==> config.mk <==
export PLATFORM = sky130hd
export DESIGN_NAME = l1d_miss_ctrl
export DESIGN_NICKNAME = d
export VERILOG_FILES = /design/src/rtl/l1_cache_pkg.sv /design/src/rtl/l1d_perf_counters.sv /design/src/rtl/l1d_miss_ctrl.sv
export SDC_FILE = /design/constraint.sdc
export NUM_CORES = 1
export LEC_CHECK = 0
export ABC_AREA = 1
export CAP_MARGIN = 10
export CORE_MARGIN = 2
export CORE_UTILIZATION = 43
export DETAILED_ROUTE_END_ITERATION = 16
export HOLD_SLACK_MARGIN = 0.05
export PLACE_DENSITY_LB_ADDON = 0.25
export SYNTH_ARGS = -nofsm -noshare
export SYNTH_HDL_FRONTEND = slang
export SYNTH_HIERARCHICAL = 1
export SYNTH_SLANG_ARGS = --single-unit
==> constraint.sdc <==
create_clock -name clk -period 1.91 [get_ports clk]
set_input_delay 0.382 -clock clk [delete_from_list [all_inputs] [get_ports clk]]
set_output_delay 0.382 -clock clk [all_outputs]
set_load 0.02 [all_outputs]
==> src/rtl/l1_cache_pkg.sv <==
// rtl/l1_cache_pkg.sv - shared constants, FSM state type and line-address helper for the L1D bank
package l1_cache_pkg;

    localparam int ADDR_W = 64;
    localparam int TAG_W  = 24;
    localparam int IDX_W  = 6;
    localparam int OFF_W  = 6;
    localparam int WAY_W  = 3;
    localparam int BEATS  = 4;

    typedef enum logic [3:0] {
        S_IDLE,
        S_LOOKUP,
        S_TAGCHK,
        S_WB_REQ,
        S_WB_DATA,
        S_FILL_REQ,
        S_FILL_DATA,
        S_ACCESS,
        S_RESP
    } l1d_state_t;

    // Victim lines are rebuilt from tag and set only; bits above the tag are zero.
    function automatic logic [ADDR_W-1:0] line_addr(input logic [TAG_W-1:0] tag,
                                                    input logic [IDX_W-1:0] idx);
        return {{(ADDR_W-TAG_W-IDX_W-OFF_W){1'b0}}, tag, idx, {OFF_W{1'b0}}};
    endfunction

endpackage

==> src/rtl/l1d_perf_counters.sv <==
// rtl/l1d_perf_counters.sv - saturating hit/miss/writeback event counters (used with L1D_PERF_CNT_EN)
module l1d_perf_counters (
    input  logic        clk,
    input  logic        rst_n,
    input  logic        hit_ev,
    input  logic        miss_ev,
    input  logic        wb_ev,
    output logic [31:0] perf_hits,
    output logic [31:0] perf_misses,
    output logic [31:0] perf_wbs
);

    always_ff @(posedge clk or negedge rst_n) begin
        if (!rst_n) begin
            perf_hits   <= '0;
            perf_misses <= '0;
            perf_wbs    <= '0;
        end else begin
            if (hit_ev && perf_hits != 32'hFFFF_FFFF)
                perf_hits <= perf_hits + 32'd1;
            if (miss_ev && perf_misses != 32'hFFFF_FFFF)
                perf_misses <= perf_misses + 32'd1;
            if (wb_ev && perf_wbs != 32'hFFFF_FFFF)
                perf_wbs <= perf_wbs + 32'd1;
        end
    end

endmodule

==> src/rtl/l1d_miss_ctrl.sv <==
// rtl/l1d_miss_ctrl.sv - L1D request sequencer: lookup, hit access, writeback, refill, flush
// Optional perf counters via L1D_PERF_CNT_EN.
module l1d_miss_ctrl
    import l1_cache_pkg::*;
(
    input  logic              clk,
    input  logic              rst_n,
    input  logic              cpu_req_valid,
    output logic              cpu_req_ready,
    input  logic              cpu_req_we,
    input  logic              cpu_req_clf,
    input  logic [ADDR_W-1:0] cpu_req_addr,
    output logic              cpu_resp_valid,
    output logic              cpu_resp_hit,
    output logic              dp_lookup,
    output logic [IDX_W-1:0]  dp_index,
    output logic [TAG_W-1:0]  dp_tag,
    input  logic              dp_hit,
    input  logic [WAY_W-1:0]  dp_hit_way,
    input  logic [WAY_W-1:0]  dp_victim_way,
    input  logic              dp_victim_dirty,
    input  logic [TAG_W-1:0]  dp_victim_tag,
    output logic [WAY_W-1:0]  dp_way,
    output logic              dp_access,
    output logic [1:0]        dp_beat,
    output logic              dp_fill_we,
    output logic              dp_wb_rd,
    output logic              dp_tag_wr,
    output logic              dp_invalidate,
    output logic              lo_req_valid,
    input  logic              lo_req_ready,
    output logic              lo_req_write,
    output logic [ADDR_W-1:0] lo_req_addr,
    input  logic              lo_data_valid,
    input  logic              lo_wb_ready
`ifdef L1D_PERF_CNT_EN
    ,
    output logic [31:0]       perf_hits,
    output logic [31:0]       perf_misses,
    output logic [31:0]       perf_wbs
`endif
);

    localparam int LINE_W = ADDR_W - OFF_W;

    l1d_state_t        state, state_d;
    logic [1:0]        count;
    logic [LINE_W-1:0] line_q;
    logic              we_q;
    logic              clf_q;
    logic              hit_q;
    logic [WAY_W-1:0]  way_q;
    logic [TAG_W-1:0]  vtag_q;
    logic              out_en;

    // The store/load distinction is carried out by the datapath during ACCESS.
    logic              unused_ok;
    assign unused_ok = &{1'b0, we_q, cpu_req_addr[OFF_W-1:0]};

    assign dp_index = line_q[IDX_W-1:0];
    assign dp_tag   = line_q[TAG_W+IDX_W-1:IDX_W];

    always_ff @(posedge clk or negedge rst_n) begin
        if (!rst_n) begin
            state  <= S_IDLE;
            count  <= 2'd0;
            line_q <= '0;
            we_q   <= 1'b0;
            clf_q  <= 1'b0;
            hit_q  <= 1'b0;
            way_q  <= '0;
            vtag_q <= '0;
            out_en <= 1'b0;
        end else begin
            state  <= state_d;
            out_en <= 1'b1;
            if (state == S_IDLE && cpu_req_valid && out_en) begin
                line_q <= cpu_req_addr[ADDR_W-1:OFF_W];
                we_q   <= cpu_req_we;
                clf_q  <= cpu_req_clf;
            end
            // A flushed dirty hit writes back its own line, so the victim tag is the request tag.
            if (state == S_TAGCHK) begin
                hit_q  <= dp_hit;
                way_q  <= dp_hit ? dp_hit_way : dp_victim_way;
                vtag_q <= dp_hit ? dp_tag : dp_victim_tag;
            end
            if ((state == S_WB_DATA && lo_wb_ready) || (state == S_FILL_DATA && lo_data_valid))
                count <= count + 2'd1;
        end
    end

    always_comb begin
        state_d        = state;
        cpu_req_ready  = 1'b0;
        cpu_resp_valid = 1'b0;
        cpu_resp_hit   = 1'b0;
        dp_lookup      = 1'b0;
        dp_way         = way_q;
        dp_access      = 1'b0;
        dp_beat        = count;
        dp_fill_we     = 1'b0;
        dp_wb_rd       = 1'b0;
        dp_tag_wr      = 1'b0;
        dp_invalidate  = 1'b0;
        lo_req_valid   = 1'b0;
        lo_req_write   = 1'b0;
        lo_req_addr    = '0;
        case (state)
            S_IDLE: begin
                cpu_req_ready = out_en;
                if (cpu_req_valid && out_en)
                    state_d = S_LOOKUP;
            end
            S_LOOKUP: begin
                dp_lookup = 1'b1;
                state_d   = S_TAGCHK;
            end
            S_TAGCHK: begin
                dp_way = dp_hit ? dp_hit_way : dp_victim_way;
                if (clf_q) begin
                    if (!dp_hit)
                        state_d = S_RESP;
                    else if (dp_victim_dirty)
                        state_d = S_WB_REQ;
                    else begin
                        dp_invalidate = 1'b1;
                        state_d       = S_RESP;
                    end
                end else if (dp_hit)
                    state_d = S_ACCESS;
                else if (dp_victim_dirty)
                    state_d = S_WB_REQ;
                else
                    state_d = S_FILL_REQ;
            end
            S_WB_REQ: begin
                lo_req_valid = 1'b1;
                lo_req_write = 1'b1;
                lo_req_addr  = line_addr(vtag_q, dp_index);
                if (lo_req_ready)
                    state_d = S_WB_DATA;
            end
            S_WB_DATA: begin
                dp_wb_rd = 1'b1;
                if (lo_wb_ready && count == 2'd3) begin
                    if (clf_q) begin
                        dp_invalidate = 1'b1;
                        state_d       = S_RESP;
                    end else
                        state_d = S_FILL_REQ;
                end
            end
            S_FILL_REQ: begin
                lo_req_valid = 1'b1;
                lo_req_addr  = {line_q, {OFF_W{1'b0}}};
                if (lo_req_ready)
                    state_d = S_FILL_DATA;
            end
            S_FILL_DATA: begin
                if (lo_data_valid) begin
                    dp_fill_we = 1'b1;
                    if (count == 2'd3) begin
                        dp_tag_wr = 1'b1;
                        state_d   = S_ACCESS;
                    end
                end
            end
            S_ACCESS: begin
                dp_access = 1'b1;
                state_d   = S_RESP;
            end
            S_RESP: begin
                cpu_resp_valid = 1'b1;
                cpu_resp_hit   = hit_q;
                state_d        = S_IDLE;
            end
            default: state_d = S_IDLE;
        endcase
    end

`ifdef L1D_PERF_CNT_EN
    l1d_perf_counters u_perf (
        .clk         (clk),
        .rst_n       (rst_n),
        .hit_ev      (state == S_TAGCHK && !clf_q && dp_hit),
        .miss_ev     (state == S_TAGCHK && !clf_q && !dp_hit),
        .wb_ev       (state == S_WB_REQ && lo_req_ready),
        .perf_hits   (perf_hits),
        .perf_misses (perf_misses),
        .perf_wbs    (perf_wbs)
    );
`endif

endmodule

== Yosys cells after proc, flatten, opt, wreduce, memory -nomap -nowiden ==
Cells that the tools add are included.
Cells by class
  add/subtract/negate cells: 1
  equal/unequal tests: 15
  multiplexer cells: 36
  reductions and logical operators: 10
Operators by type and width (number)
  64-bit case mux with 2 select lines: 1
  4-bit two-way mux: 10
  4-bit case mux with 8 select lines: 1
  24-bit two-way mux: 1
  1-bit two-way mux: 18
  4-bit by 3-bit equality test with 1-bit output (second input constant): 4
  3-bit two-way mux: 4
  4-bit by 2-bit equality test with 1-bit output (second input constant): 2
  1-bit logical AND: 6
  2-bit by 1-bit inequality test with 1-bit output (second input constant): 3
  2-bit inequality test (second input constant): 3
  6-bit AND reduction: 1
  4-bit by 1-bit equality test with 1-bit output (second input constant): 1
  4-bit equality test (second input constant): 1
  4-bit logical NOT: 1
  2-bit by 1-bit adder with 2-bit output (second input constant): 1
  2-bit equality test (second input constant): 1
  1-bit case mux with 2 select lines: 1
  2-bit OR reduction: 1
  1-bit logical OR: 1
Storage, ports and cells
  register bits: 94

== Longest topological paths before layout ==
  word-level depth: 4
  mapped depth: 9
  depth with buffers taken out: 8

== Least setup slack after synthesis ==
No wires, ideal clock.
  path type: in2out
  from: input port dp_hit
  to: output port dp_way[0]
  arrival time: 1.520 ns
  data required time: 1.528 ns
  path slack: 0.008 ns
  cell stages on the path: 5
  buffers on the path: 2
  path through: inv_1 > clkbuf_1 > clkbuf_1 > nand2_1 > a31oi_1
On the way
  longest elaborated chain between the ends: 2
Ends and longest elaborated chain
  start: declaration: line l1d_miss_ctrl.sv:18  | input logic dp_hit,
  3-bit two-way mux: line l1d_miss_ctrl.sv:120  | dp_way = dp_hit ? dp_hit_way : dp_victim_way;
  3-bit two-way mux
  end: declaration: line l1d_miss_ctrl.sv:23  | output logic [WAY_W-1:0] dp_way,
No other way between the ends.

== Worst setup path after layout ==
  from: register state[2]
  to: output port lo_req_addr[35]
On the way
  longest elaborated chain between the ends: 2
  elaborated cells on any way between the ends: 3
  classes of those cells: 2 x eq/ne; 1 x mux
Ends and longest elaborated chain
  start: declaration: line l1d_miss_ctrl.sv:46  | l1d_state_t state, state_d;
  start signal: assignment: line l1d_miss_ctrl.sv:75  | state <= state_d;
  4-bit by 3-bit equality test with 1-bit output or 4-bit by 2-bit equality test with 1-bit output (tied branches): line l1d_miss_ctrl.sv:109  | case (state)
  64-bit case mux with 2 select lines *: line l1d_miss_ctrl.sv:109
  end: declaration: line l1d_miss_ctrl.sv:33  | output logic [ADDR_W-1:0] lo_req_addr,
Every way passes the cells marked *; elsewhere a longest branch is shown, timed or not.

==> out/qor.yml <==
layout:
  num-fill-cells: 835
  drive_gt1_frac: 0.359
  regArea_um2: 2360
  final_design_area_no_fill_um2: 8180
  finalNetCount: 920
  layout.cells.most_common: "sky130_fd_sc_hd__nand2_1"
  multi_input_area_um2: 2390
  syn2layout_area_growth_pct: 61.2
  layout.cells.most_common_list: "sky130_fd_sc_hd__nand2_1, sky130_fd_sc_hd__clkdlybuf4s50_1, sky130_fd_sc_hd__dfrtp_1, sky130_fd_sc_hd__buf_6, sky130_fd_sc_hd__nor2_1"
timing:
  fin_hold_ws_ns: 0.505
  rsz0062_at_grt: "yes"
  totalNegativeSetupSlack_ns: -6.00
  layout_skew_ns: 0.00514
  finalSetupViolations: 76
  timing_hold_violations_final: 0
  maxSlewViolCount: 0
  fin_crit_sh: 1.08
  achievable-frequency_mhz: 486
  post-route-worst-setup-slack_ns: -0.148
  layout_min_cycle_time_ns: 2.06
setup_path:
  worst-endpoint-required_ns: 1.53
  worstPathArrival_ns: 1.68
  cp-end-kind: "output pin"
  critical_path.startpoint_type: "flop"
  worst-path-max-fanout: 9
  timing.setup.critical_path_class: "flop to output pin"
clock_network:
  clk_transition_reported_paths_ns: 0.07
  cts.sink_count: 94
  htreeDepth: 3
  cts_root_buf: "sky130_fd_sc_hd__clkbuf_16"
  tritoncts: "done"
  cts_buf_count: 9
  clock_tree.buffer_depth: 2
  clk-insertion-delay-late_ns: 0.35
synthesis:
  syn-cell-area_um2: 5070
  synth_seq_area_share: 0.464
  syn_area_per_cell_um2: 8.41
  yosysUniqueCellTypes: 26
  postSynthRegisterBits: 94
  synthesis.instances: 603
  synth.yosys.warnings: 6
die:
  initial_util: 0.442
  fp.dieArea_um2: 12700
  ios: 214
  core_area_um2: 11500
  dieHeight_um: 113
  rows: 39
  floorplan.die.width_um: 113
grt:
  maximum_number_of_pins_on_one_net_before_global_route_repair: 58
  grt-ovfl-total: 0
  grt_pass1_vias: 4962
  antenna_found_initial: 1
  grt_pass1_wl_um: 24600
  groute.usage.overall: 0.244
routing:
  detail_route.drc_violations: 0
  post_drt_via_cell_ratio: 5.13
  detail_route.first_pass.iterations: 6
  totalWireLength_um: 16300
  detail-route-antenna-nets: 0
  drt_first_iter_violations: 284
  route.detailed.wl_per_inst_um: 16.9
  via_count: 4948
outcome:
  failed_checks: "negative setup slack"
  run_status: "finished with violations"
power_and_ir_drop:
  cellLeakagePower_nw: 3.94
  worst_ir_drop_vdd_mv: 0.946
  power_per_cell_area_nw_per_um2: 1460
placed_design:
  pre_cts_slack_ns: -0.574
  gp_weighted_congestion: 0.845
  placed_cell_area_um2: 7210
  dp.final_hpwl_um: 10900
  io_buffers: 200
min_path:
  min_path_type: "flop to flop"
flow_run:
  cap_violations: 0
==> cell families after synthesis <==
family,share of synthesized area
flip-flops,0.464
XOR/XNOR,0.00173
AO/OA/AOI/OAI,0.160
adder cells (fa/ha/maj),0.00247
other,0.00148
AND/OR/NAND/NOR,0.236
buffers and inverters,0.135
==> final cells by class <==
cell class,instances,area share
Antenna cell,1,0.000306
Clock buffer,11,0.0309
Clock inverter,5,0.00382
Inverter,51,0.0249
Multi-Input combinational cell,390,0.292
Sequential cell,94,0.288
Tap cell,143,0.0219
Timing Repair Buffer,268,0.337
Timing Repair inverter,1,0.000612
==> final timing paths <==
| kind | start | to | slack [ns] | cells past startpoint |
|---|---|---|---|---|
| max in group asynchronous | rst_n | state[3] | 1.04 | 3 |
| max | state[2] | lo_req_addr[35] | -0.15 | 6 |
| min reg2reg | hit_q | hit_q | 0.51 | 2 |
| max reg2reg | state[0] | line_q[37] | -0.02 | 11 |
| min in group asynchronous | rst_n | line_q[33] | 0.54 | 3 |
| min | hit_q | hit_q | 0.51 | 2 |
==> sequential cells by signal, summed over array words and instances, names as in the netlist <==
signal and flops:
state 4, line_q 58, dp_beat 2, hit_q 1, way_q 3, clf_q 1, out_en 1, vtag_q 24
==> critical path: stages, from the launching register on <==
cell                      delay, ns
sky130_fd_sc_hd__dfrtp_1       0.44
sky130_fd_sc_hd__inv_2         0.09
sky130_fd_sc_hd__nor2_4        0.19
sky130_fd_sc_hd__buf_6         0.17
sky130_fd_sc_hd__buf_12        0.12
sky130_fd_sc_hd__a32o_2        0.19
sky130_fd_sc_hd__buf_6         0.12
==> report_power, final <==
part / switching, mW / internal (mW)
combinational: 3.62 / 3.07
sequential: 0.627 / 2.91
clock: 0.780 / 0.952
==> what timing repair did <==
action                                  in CTS  in global routing
buffers inserted                            11                  3
endpoints found under the setup margin      72                120
hold buffers                                 1                  0
resized for setup                          414                132
gates cloned                                 1                  6
pin swaps                                    6                 13
endpoints found under the hold margin       37                  0
==> Yosys cell counts <==
cell type | number | area, um2
sky130_fd_sc_hd__conb_1 | 2 | 7.51
sky130_fd_sc_hd__clkinv_2 | 1 | 5.00
sky130_fd_sc_hd__a21oi_1 | 1 | 5.00
sky130_fd_sc_hd__buf_4 | 38 | 285
sky130_fd_sc_hd__nor2_1 | 106 | 398
sky130_fd_sc_hd__xor2_1 | 1 | 8.76
sky130_fd_sc_hd__a31oi_2 | 10 | 125
sky130_fd_sc_hd__nor2_4 | 5 | 56.3
sky130_fd_sc_hd__o21bai_1 | 3 | 22.5
sky130_fd_sc_hd__buf_6 | 8 | 90.1
sky130_fd_sc_hd__nor3_1 | 3 | 15.0
sky130_fd_sc_hd__nand3_1 | 36 | 180
sky130_fd_sc_hd__a21oi_2 | 35 | 307
sky130_fd_sc_hd__buf_2 | 12 | 60.1
sky130_fd_sc_hd__clkbuf_1 | 15 | 56.3
sky130_fd_sc_hd__nor2_2 | 3 | 18.8
sky130_fd_sc_hd__a32o_1 | 24 | 240
sky130_fd_sc_hd__and2_1 | 1 | 6.26
sky130_fd_sc_hd__nand2_4 | 1 | 11.3
sky130_fd_sc_hd__ha_1 | 1 | 12.5
sky130_fd_sc_hd__nand2_1 | 133 | 499
sky130_fd_sc_hd__o21ai_0 | 1 | 5.00
sky130_fd_sc_hd__inv_1 | 50 | 188
sky130_fd_sc_hd__a31oi_1 | 17 | 106
sky130_fd_sc_hd__dfrtp_1 | 94 | 2350
sky130_fd_sc_hd__nand2_2 | 2 | 12.5
==> through the flow <==
stage | util | total power [mW] | instances
after floorplan | - | 7.09 | 608
after global placement | 0.629 | 8.96 | 925
after detailed placement | 0.629 | 9.14 | 925
after CTS | 0.663 | 11.3 | 954
after global routing | 0.713 | 12.7 | 964
final | 0.713 | 12.0 | 964
==> metal layers <==
metal	part of all wire	vias up	track usage
met4	0.033	0	0.120
met5	0	-	0
met3	0.055	36	0.0513
met1	0.39	2396	0.292
met2	0.52	180	0.418
li1	-	2336	-
Power figures use the tool's default switching activity.
